### config.mk
export PLATFORM = sky130hd
export DESIGN_NAME = lock_counter
export DESIGN_NICKNAME = d
export VERILOG_FILES = /design/src/rtl/lock_counter.sv
export SDC_FILE = /design/constraint.sdc
export NUM_CORES = 1
export LEC_CHECK = 0
export ABC_AREA = 1
export CAP_MARGIN = 20
export CORE_AREA = 2 2 39 41
export CTS_BUF_LIST = sky130_fd_sc_hd__clkbuf_16
export DETAILED_ROUTE_END_ITERATION = 8
export DIE_AREA = 0 0 41 43
export PLACE_DENSITY = 0.67
export SETUP_SLACK_MARGIN = 0.5
export SLEW_MARGIN = 15
export SYNTH_ARGS = -nofsm -noshare
export SYNTH_HDL_FRONTEND = slang
export SYNTH_SLANG_ARGS = --single-unit
### constraint.sdc
create_clock -name CLK -period 2.1 [get_ports CLK]
set_clock_uncertainty 0.2 [all_clocks]
set_input_delay 0.42 -clock CLK [delete_from_list [all_inputs] [get_ports CLK]]
set_output_delay 0.42 -clock CLK [all_outputs]
set_load 0.01 [all_outputs]
### src/rtl/lock_counter.sv
// lock_counter: five-bit loadable up/down counter for the encoded lock machine.
// Holds the lock's current position/step count. It can capture the lock FSM's
// previous state code, or step up/down by one modulo 32.
// Control priority on each rising CLK edge: RST, then EN (load), then sel.
// sel encoding: 00 hold, 01 increment, 10 decrement, 11 reload from prevState.
// numCounter comes straight from the register, so there is no
// combinational path from any input to the output.
module lock_counter (
    input  logic       CLK,
    input  logic       RST,
    input  logic       EN,
    input  logic [1:0] sel,
    input  logic [4:0] prevState,
    output logic [4:0] numCounter
);

    localparam logic [1:0] SEL_HOLD   = 2'b00;
    localparam logic [1:0] SEL_INC    = 2'b01;
    localparam logic [1:0] SEL_DEC    = 2'b10;
    localparam logic [1:0] SEL_RELOAD = 2'b11;

    logic [4:0] count_q;

    // Counter register: the reset clear wins over a load, and a load wins over sel.
    // Increment and decrement are plain 5-bit arithmetic, so 31+1 wraps to 0
    // and 0-1 wraps to 31. No carry or borrow flag is kept.
    always_ff @(posedge CLK) begin
        if (RST) begin
            count_q <= 5'd0;
        end else if (EN) begin
            count_q <= prevState;
        end else begin
            case (sel)
                SEL_HOLD:   count_q <= count_q;
                SEL_INC:    count_q <= count_q + 5'd1;
                SEL_DEC:    count_q <= count_q - 5'd1;
                SEL_RELOAD: count_q <= prevState;
                default:    count_q <= count_q;
            endcase
        end
    end

    assign numCounter = count_q;

endmodule

==> metrics.yaml <==
synth_edf_count: 0
cts.sink_count: 5
htree_levels: 1
drive_above_1_share_pct: 37.6
io_pins: 15
slew_viol_final: 0
ys_warn_count: 0
fin_crit_sh_pct: 74.8
grtUsageTotal_pct: 14.3
synth_mux_area_share_pct: 2.36
yosysTopAreaCell: "dfxtp_1"
cts_buffers: 3
cp_common_cell: "nand2_1"
avgSynthCellArea_um2: 5.89
finalHoldViolCount: 0
placed_cell_area_um2: 629
place.gp.congestion: 0.759
drv_cap: 0
synth_top_family_by_area: "simple AND/OR/NAND/NOR gates"
r2r_setup_slack_ps: 560
crit_cells: 13
cp_slowest_cell: "buf_4"
fin_area_um2: 802
grt_overflow: 0
crit_chain: "buf_6, inv_6, buf_4, buf_4, nand3_1, nand2_2, nor2_2, nand2_2, nand2_1, nand2_1, nand3_1, nand2_1, a21oi_2"
port_buffers: 14
r2r_cells: 13
crit_fanout: 3
total_power_mw: 0.575
crit_type: "primary input to flop"
synthTopCellsByArea: "dfxtp_1 24%, inv_1 15%, nand2_1 14%"
critPathRequiredTime_ps: 2060
synthAdderAreaFrac_pct: 2.95
critPathArrivalTime_ps: 1530
clock_latency_ps: 230
vias_per_cell: 4.71
power.switching_mw: 0.146
drcViolationCount: 0
fillCellCount: 142
status: "finished clean"
crit_family: "simple AND/OR/NAND/NOR gates"
wirelength_mm: 1.20
netlist_top_cells_count: "17 x inv_1, 16 x nand2_1, 9 x nand3_1, 7 x o21ai_0, 5 x dfxtp_1"
core_area_um2: 1380
die_x_um: 41
critPathLaunch: "sel[0]"
min_period_ps: 1570
area_delta_synth_final_pct: 89.1
synth.most_common_cell: "inv_1"
synth_top_area_share_pct: 23.6
final_nets: 113
max_stage_delay_ps: 130
p_leak_nw: 0.410
ys.flop_type: "dfxtp_1"
antenna_found_initial: 0
power_density_nw_per_um2: 717
synth_compound_area_share_pct: 20.1
cp_num_buf_inv: 4
combinationalPowerShare_pct: 26.2
drtAntennaViolNets: 0
netlist_instances: 72
rows: 14
synthesis.nets: 83
dp_slack_ps: -165
endpoint: "numCounter[4]"
max_slew_margin_pct: 85.7
dieArea_um2: 1760
worstSetupStartpointType: "primary input"
diodes: 0
syn_area_um2: 424
cts_tree: "yes"
yosys.area_share.xor_xnor_pct: 2.06
vias: 551
clk_pin_slew_worst_paths_ps: 30
intPower_mw: 0.430
first_pass_iters: 3
die_h_um: 43
dp_hpwl_um: 828
p_seq_share_pct: 20.8
largest_reg_flops: 5
rsz0062_at_grt: "yes"
synth-seq-area-share_pct: 23.6
root_buffer: "clkbuf_16"
routedWlPerCell_um: 10.2
finalSetupViolCount: 0
grt_start_max_net_pins: 10
drtIter0Drc: 6
grt_pass1_vias: 432
layout_setup_ws_ps: 529
r2r-start: "numCounter[1]"
switching_share_pct: 25.3
clockBufferDepth: 2
synth_cell_types: 16
r2r_end: "numCounter[4]"
grt_pass1_wl_mm: 1.74
vdd_drop_max_uv: 881
hold_class: "flop to flop"
worstSetupEndpointType: "flop"
yosys_register_bits: 5
async_flop_share_pct: 0
p_clk_share_pct: 53.1
start_util_pct: 30.7
yosys.area_share.simple_pct: 33.9
holdWs_ps: 308
tightest_slew_ps: 212
final_util_pct: 58.0
fmax_mhz: 637
[power by group through the flow]
stage	Combinational (mW)	Sequential [mW]	Clock, mW
detailed placement	0.124	0.119	0
global route	0.166	0.122	0.319
global placement	0.121	0.119	0
CTS	0.121	0.118	0.309
finish	0.151	0.120	0.305
floorplan	0.0608	0.120	0
[kinds of logic after synthesis]
kind of cell | Yosys count
mux | 1
simple gates | 32
buf+inv | 17
compound gates | 15
flops | 5
xor+xnor | 1
fa+ha+maj | 1
[cells in the final DEF (no fill, tap or decap), types with 2 or more instances in the layout]
master,n
dlygate4sd2_1,4
clkbuf_16,3
o21ai_1,3
a21oi_2,2
o211ai_1,2
buf_6,2
nor2_2,2
nand3_1,8
dfxtp_1,3
o21ai_0,5
inv_2,4
clkdlybuf4s50_1,7
a21oi_1,2
inv_1,13
nand2_1,11
buf_4,11
nand2_2,8
[per-stage QoR]
| stage | setup TNS [ps] | std cells |
|---|---|---|
| after floorplan | 0 | 72 |
| final | 0 | 117 |
| after global routing | 0 | 117 |
| after CTS | 0 | 113 |
| after detailed placement | -278 | 108 |
| after global placement | -155 | 108 |
[how the worst min path moves through the flow]
| stage | start | end | depth (start not counted) |
|---|---|---|---|
| 6_report | numCounter[4] | numCounter[4] | 2 |
| 5_1_grt | numCounter[4] | numCounter[4] | 2 |
| 4_1_cts | numCounter[4] | numCounter[4] | 2 |
| 3_5_place_dp | numCounter[4] | numCounter[4] | 2 |
| 3_3_place_gp | numCounter[4] | numCounter[4] | 2 |
| 2_1_floorplan | RST | numCounter[4] | 1 |
[what timing repair did]
action,in CTS,in global routing
gates resized for setup,14,26
buffers inserted,1,4
pin swaps,2,11
endpoints found under the setup margin,10,5
hold buffers,0,0
[metal layers]
| metal | part of all wire, % | global-route usage [%] |
|---|---|---|
| met5 | 0 | 0 |
| met4 | 1.8 | 8.00 |
| met3 | 3.0 | 0 |
| met2 | 47 | 21.3 |
| met1 | 48 | 20.1 |
[worst register-to-register path, stage by stage, from the launching register on]
cell and delay, ps:
dfxtp_4 350, inv_2 50, nand2_2 50, nand2_2 60, inv_2 50, ha_4 150
inv_2 50, nand2_2 50, nand2_2 60, nand2_1 50, nand2_1 90, nand3_1 90
nand2_1 100, a21oi_2 50
[area by class of cell]
type / count / area, um2 / area share (%)
multi-input combinational: 50 / 309 / 38.5
timing repair buffer: 25 / 220 / 27.5
sequential: 5 / 105 / 13.1
clock buffer: 3 / 75.1 / 9.36
inverter: 17 / 68.8 / 8.58
tap: 16 / 20.0 / 2.50
clock inverter: 1 / 3.75 / 0.468
(Power assumes the default switching activity.)
